**src/rtl/ecap5_dproc_pkg.sv**
```systemverilog
// Shared types and constants for the ecap5 data-processor front end.
package ecap5_dproc_pkg;

  localparam logic [31:0] BOOT_ADDRESS_DEFAULT = 32'h0000_0000;

  typedef enum logic [1:0] {
    REQUEST  = 2'd0,
    WAIT_ACK = 2'd1,
    HOLD     = 2'd2
  } fetch_state_t;

endpackage

```
**src/rtl/fetch.sv**
```systemverilog
// Instruction fetch: one outstanding Wishbone B4 pipelined read at a time,
// one-entry output register plus a one-entry skid for back-pressure.
module fetch import ecap5_dproc_pkg::*; #(
  parameter logic [31:0] BOOT_ADDRESS = BOOT_ADDRESS_DEFAULT
) (
  input  logic        clk_i,
  input  logic        rst_i,

  input  logic        output_ready_i,
  output logic        output_valid_o,
  output logic [31:0] instr_o,
  output logic [31:0] pc_o,

  input  logic        branch_i,
  input  logic [31:0] branch_target_i,

  output logic [31:0] wb_adr_o,
  output logic [3:0]  wb_sel_o,
  output logic        wb_we_o,
  output logic        wb_stb_o,
  output logic        wb_cyc_o,
  input  logic [31:0] wb_dat_i,
  input  logic        wb_ack_i,
  input  logic        wb_stall_i
);

  fetch_state_t r_state, w_next_state;
  logic [31:0]  r_fetch_pc, w_next_fetch_pc;
  logic         r_discard, w_next_discard;
  logic [31:0]  r_skid_instr;
  logic         r_valid;
  logic [31:0]  r_instr, r_pc;

  logic         w_cyc, w_stb;
  logic         w_load_out, w_load_skid;
  logic [31:0]  w_load_data;
  logic         w_can_load;
  logic [31:0]  w_target;

  assign w_target   = branch_target_i & ~32'h0000_0003;
  assign w_can_load = !r_valid || output_ready_i;

  always_comb begin
    w_next_state    = r_state;
    w_next_fetch_pc = r_fetch_pc;
    w_next_discard  = r_discard;
    w_load_out      = 1'b0;
    w_load_skid     = 1'b0;
    w_load_data     = wb_dat_i;
    w_cyc           = 1'b0;
    w_stb           = 1'b0;
    case (r_state)
      REQUEST: begin
        w_cyc = 1'b1;
        w_stb = 1'b1;
        if (branch_i) begin
          w_next_fetch_pc = w_target;
          // A strobe the slave took this cycle will still be acked: wait for it and drop it.
          if (!wb_stall_i) begin
            w_next_state   = WAIT_ACK;
            w_next_discard = 1'b1;
          end
        end else if (!wb_stall_i) begin
          w_next_state = WAIT_ACK;
        end
      end
      WAIT_ACK: begin
        w_cyc = 1'b1;
        if (branch_i) begin
          w_next_fetch_pc = w_target;
          if (wb_ack_i) begin
            w_next_state   = REQUEST;
            w_next_discard = 1'b0;
          end else begin
            w_next_discard = 1'b1;
          end
        end else if (wb_ack_i) begin
          w_next_state   = REQUEST;
          w_next_discard = 1'b0;
          if (!r_discard) begin
            if (w_can_load) begin
              w_load_out      = 1'b1;
              w_next_fetch_pc = r_fetch_pc + 32'd4;
            end else begin
              w_load_skid  = 1'b1;
              w_next_state = HOLD;
            end
          end
        end
      end
      HOLD: begin
        if (branch_i) begin
          w_next_fetch_pc = w_target;
          w_next_state    = REQUEST;
        end else if (w_can_load) begin
          w_load_out      = 1'b1;
          w_load_data     = r_skid_instr;
          w_next_fetch_pc = r_fetch_pc + 32'd4;
          w_next_state    = REQUEST;
        end
      end
      default: w_next_state = REQUEST;
    endcase
  end

  always_ff @(posedge clk_i) begin
    if (rst_i) begin
      r_state      <= REQUEST;
      r_fetch_pc   <= BOOT_ADDRESS;
      r_discard    <= 1'b0;
      r_skid_instr <= '0;
      r_valid      <= 1'b0;
      r_instr      <= '0;
      r_pc         <= '0;
    end else begin
      r_state    <= w_next_state;
      r_fetch_pc <= w_next_fetch_pc;
      r_discard  <= w_next_discard;
      if (w_load_skid) r_skid_instr <= wb_dat_i;
      if (branch_i) begin
        r_valid <= 1'b0;
      end else if (w_load_out) begin
        r_valid <= 1'b1;
        r_instr <= w_load_data;
        r_pc    <= r_fetch_pc;
      end else if (output_ready_i) begin
        r_valid <= 1'b0;
      end
    end
  end

  // Bus request is gated by reset so nothing is strobed while the state register is stale.
  assign wb_cyc_o = w_cyc && !rst_i;
  assign wb_stb_o = w_stb && !rst_i;
  assign wb_adr_o = rst_i ? '0 : r_fetch_pc;
  assign wb_sel_o = 4'b1111;
  assign wb_we_o  = 1'b0;

  assign output_valid_o = r_valid;
  assign instr_o        = r_instr;
  assign pc_o           = r_pc;

endmodule

```
**config.mk**
```make
export PLATFORM = sky130hd
export DESIGN_NAME = fetch
export DESIGN_NICKNAME = d
export VERILOG_FILES = /design/src/rtl/ecap5_dproc_pkg.sv /design/src/rtl/fetch.sv
export SDC_FILE = /design/constraint.sdc
export NUM_CORES = 1
export LEC_CHECK = 0
export CORE_ASPECT_RATIO = 1.1
export CORE_UTILIZATION = 37
export DETAILED_ROUTE_END_ITERATION = 8
export GPL_TIMING_DRIVEN = 0
export SLEW_MARGIN = 20
export SYNTH_ARGS = -nofsm -noshare
export SYNTH_HDL_FRONTEND = slang
export SYNTH_SLANG_ARGS = --single-unit
export TNS_END_PERCENT = 1
```
**constraint.sdc**
```tcl
create_clock -name clk_i -period 3.2 [get_ports clk_i]
set_input_delay 0.64 -clock clk_i [delete_from_list [all_inputs] [get_ports clk_i]]
set_output_delay 0.64 -clock clk_i [all_outputs]
set_load 0.005 [all_outputs]
```
==> results.json <==
{
  "leakage_nw": 3.00,
  "clk_pin_slew_ns": 0.06,
  "dr_wl_met2_um": 10000,
  "instances_no_fill": 1203,
  "syn-instance-count": 805,
  "p_comb_frac": 0.128,
  "drt_iter0_drc": 451,
  "cellPowerDensity_mw_per_mm2": 490,
  "die_area_mm2": 0.0170,
  "crit_path_start": "rst_i",
  "dr.pass1.iters": 6,
  "pre_cts_slack_ns": -0.602,
  "ff2ff_setup_slack_ns": 0.71,
  "timing.rr.end": "r_fetch_pc[21]$_SDFFE_PP0P_",
  "total_power_mw": 4.19,
  "start_kind": "input pin",
  "swShare": 0.265,
  "finalCritPeriodShare": 0.933,
  "avgSynthCellArea_um2": 7.56,
  "ctsHoldBuffers": 0,
  "met1_length_um": 8880,
  "slew_headroom": 0.583,
  "ys.flop_type": "dfxtp_1",
  "intPower_mw": 3.08,
  "ys_types": 52,
  "synthArstFlopShare": 0,
  "die_h_um": 137,
  "totalWireLength_um": 20600,
  "clkPwrFrac": 0.459,
  "skew_ns": 0.00552,
  "antenna_found_initial": 0,
  "status": "finished, final reports clean",
  "fin_util": 0.537,
  "r2r_cells": 9,
  "h-tree-depth": 4,
  "cap_violations": 0,
  "stdcell_area_mm2": 0.00855,
  "switching_power_mw": 1.11,
  "ys_seq_area_frac": 0.421,
  "grt_pass1_wl_um": 32300,
  "worstMarginPinSlew_ns": 0.626,
  "synth_most_common_cell": "nand2_1",
  "synth_top_area_share": 0.421,
  "drive_gt1_frac": 0.0758,
  "fillers": 1560,
  "cp-end-kind": "output port",
  "die_w_um": 124,
  "root_buffer": "clkbuf_16",
  "cp_top_family": "buffers and inverters",
  "ys_seq_elements": 128,
  "holdWs_ns": 0.451,
  "cp_cell_sequence": "dlygate4sd2_1 > buf_2 > clkbuf_2 > nor2_1 > clkdlybuf4s50_1",
  "dpl_cell_area_mm2": 0.00798,
  "ir_drop_mv": 0.365,
  "cp-endpoint": "wb_adr_o[12]",
  "core_area_mm2": 0.0159,
  "setup_tns_ns": 0,
  "grt_max_degree": 20,
  "power.share.sequential": 0.413,
  "synthTopCellsByArea": "dfxtp_1 42%, nand2_1 12%, a21oi_1 7.2%, a311oi_1 4.9%, nor2_1 4.6%",
  "rsz0062_at_grt": "no",
  "avgViaCountPerCell": 5.29,
  "yosys.area.top_type": "dfxtp_1",
  "grt_pass1_vias": 6026,
  "max_stage_delay_ns": 0.49,
  "yosysWarnings": 0,
  "path_depth": 5,
  "post_cts_buffers": 0,
  "min_period_ns": 2.99,
  "start_util": 0.382,
  "finalHoldViolCount": 0,
  "postCtsResizedCells": 4,
  "detailroute.wirelength.met3_um": 1310,
  "diodes": 0,
  "slew_viol_final": 0,
  "track_usage": 0.245,
  "r2r-start": "r_state[1]$_SDFFE_PP0P_",
  "fin_ws_ns": 0.214,
  "hold_class": "register to register",
  "port_buffers": 161,
  "crit_path_top_delay_cell": "dlygate4sd2_1",
  "cts_tree": "done",
  "cts_buffer_depth": 2,
  "synth_common_cells": "191 x nand2_1, 128 x dfxtp_1, 88 x a21oi_1",
  "syn_area_mm2": 0.00609,
  "overflow": 0,
  "crit_buf_inv": 4,
  "path_class": "input pin to output port",
  "antenna_left": 0,
  "place_congestion": 0.886,
  "dp_hpwl_um": 15100,
  "post-route-drc-count": 0,
  "crit_fanout": 11,
  "dp_cells": 1173,
  "worstPathArrival_ns": 2.35,
  "clock_latency_ns": 0.42,
  "setup_viol": 0,
  "nets": 1066,
  "critical_path_required_ns": 2.56,
  "area_growth_pct": 40.5,
  "wl_per_cell_um": 17.1,
  "synth_edf_count": 0,
  "num_vias": 6368,
  "top_layer": "met4",
  "cts_sinks": 128,
  "fmax_mhz": 335,
  "row_count": 48,
  "numCtsBuffers": 17,
  "pin_count": 174
}
## cell families after synthesis
logic type      after synthesis  share of synthesized area
flops                       128                      0.421
xor+xnor                      1                    0.00144
other cells                   2                    0.00123
mux                           2                    0.00329
compound gates              194                      0.207
fa+ha+maj                     6                     0.0123
simple gates                385                      0.289
buf+inv                      87                     0.0645
## worst min path at each step
stage,startpoint,endpoint,depth (start not counted)
after floorplan,r_skid_instr[0]$_SDFFE_PP0P_,r_skid_instr[0]$_SDFFE_PP0P_,2
after global placement,r_skid_instr[22]$_SDFFE_PP0P_,r_skid_instr[22]$_SDFFE_PP0P_,2
after detailed placement,r_skid_instr[14]$_SDFFE_PP0P_,r_skid_instr[14]$_SDFFE_PP0P_,2
after CTS,r_skid_instr[4]$_SDFFE_PP0P_,r_skid_instr[4]$_SDFFE_PP0P_,2
after global routing,pc_o[16]$_SDFFE_PP0P_,pc_o[16]$_SDFFE_PP0P_,2
final,pc_o[22]$_SDFFE_PP0P_,pc_o[22]$_SDFFE_PP0P_,2
## power by group through the flow
| stage | clock, mW | combinational (mW) | sequential [mW] |
|---|---|---|---|
| after global routing | 2.03 | 0.580 | 1.74 |
| final | 1.92 | 0.535 | 1.73 |
| after global placement | 0 | 0.530 | 1.76 |
| after detailed placement | 0 | 0.530 | 1.76 |
| after floorplan | 0 | 0.279 | 1.74 |
| after CTS | 1.95 | 0.533 | 1.73 |
## flip-flops by register name, summed over array words and instances, names as in the netlist
signal	cells
pc_o	30
r_skid_instr	32
output_valid_o	1
r_fetch_pc	30
r_discard	1
r_state	2
instr_o	32
## cell type report
cell class | count | area [µm²] | area share
timing repair buffer | 161 | 1610 | 0.188
tap | 200 | 250 | 0.0293
clock buffer | 19 | 443 | 0.0518
buffer | 70 | 333 | 0.0389
inverter | 15 | 56.3 | 0.00658
multi-input combinational | 597 | 3160 | 0.369
sequential | 128 | 2560 | 0.300
clock inverter | 13 | 138 | 0.0161
## tightest hold or removal path, stage by stage (launching register included)
cell and delay [ns]:
dfxtp_1 0.30, nand2_1 0.05, a21oi_1 0.05
## layout by cell type, fill, tap and decap left out, types with 5 or more instances in the layout
cell,instances
nand4_1,7
o2bb2ai_1,5
ha_1,6
nor2b_1,22
buf_4,12
nand2_1,191
nor2_1,75
a21o_1,6
clkbuf_16,17
nor4_1,6
nand3_1,49
o21ai_0,16
buf_2,18
clkdlybuf4s50_1,160
inv_1,15
dfxtp_1,128
clkbuf_1,38
a31oi_1,5
a311oi_1,34
conb_1,9
o22ai_1,10
nor3_1,11
a21oi_1,88
## layer usage
layer / up-vias / GRT usage
met5: - / 0
met4: 0 / 0.0790
met3: 35 / 0.0575
met2: 230 / 0.425
met1: 2946 / 0.299
li1: 3157 / -
Power figures use the tool's default switching activity.
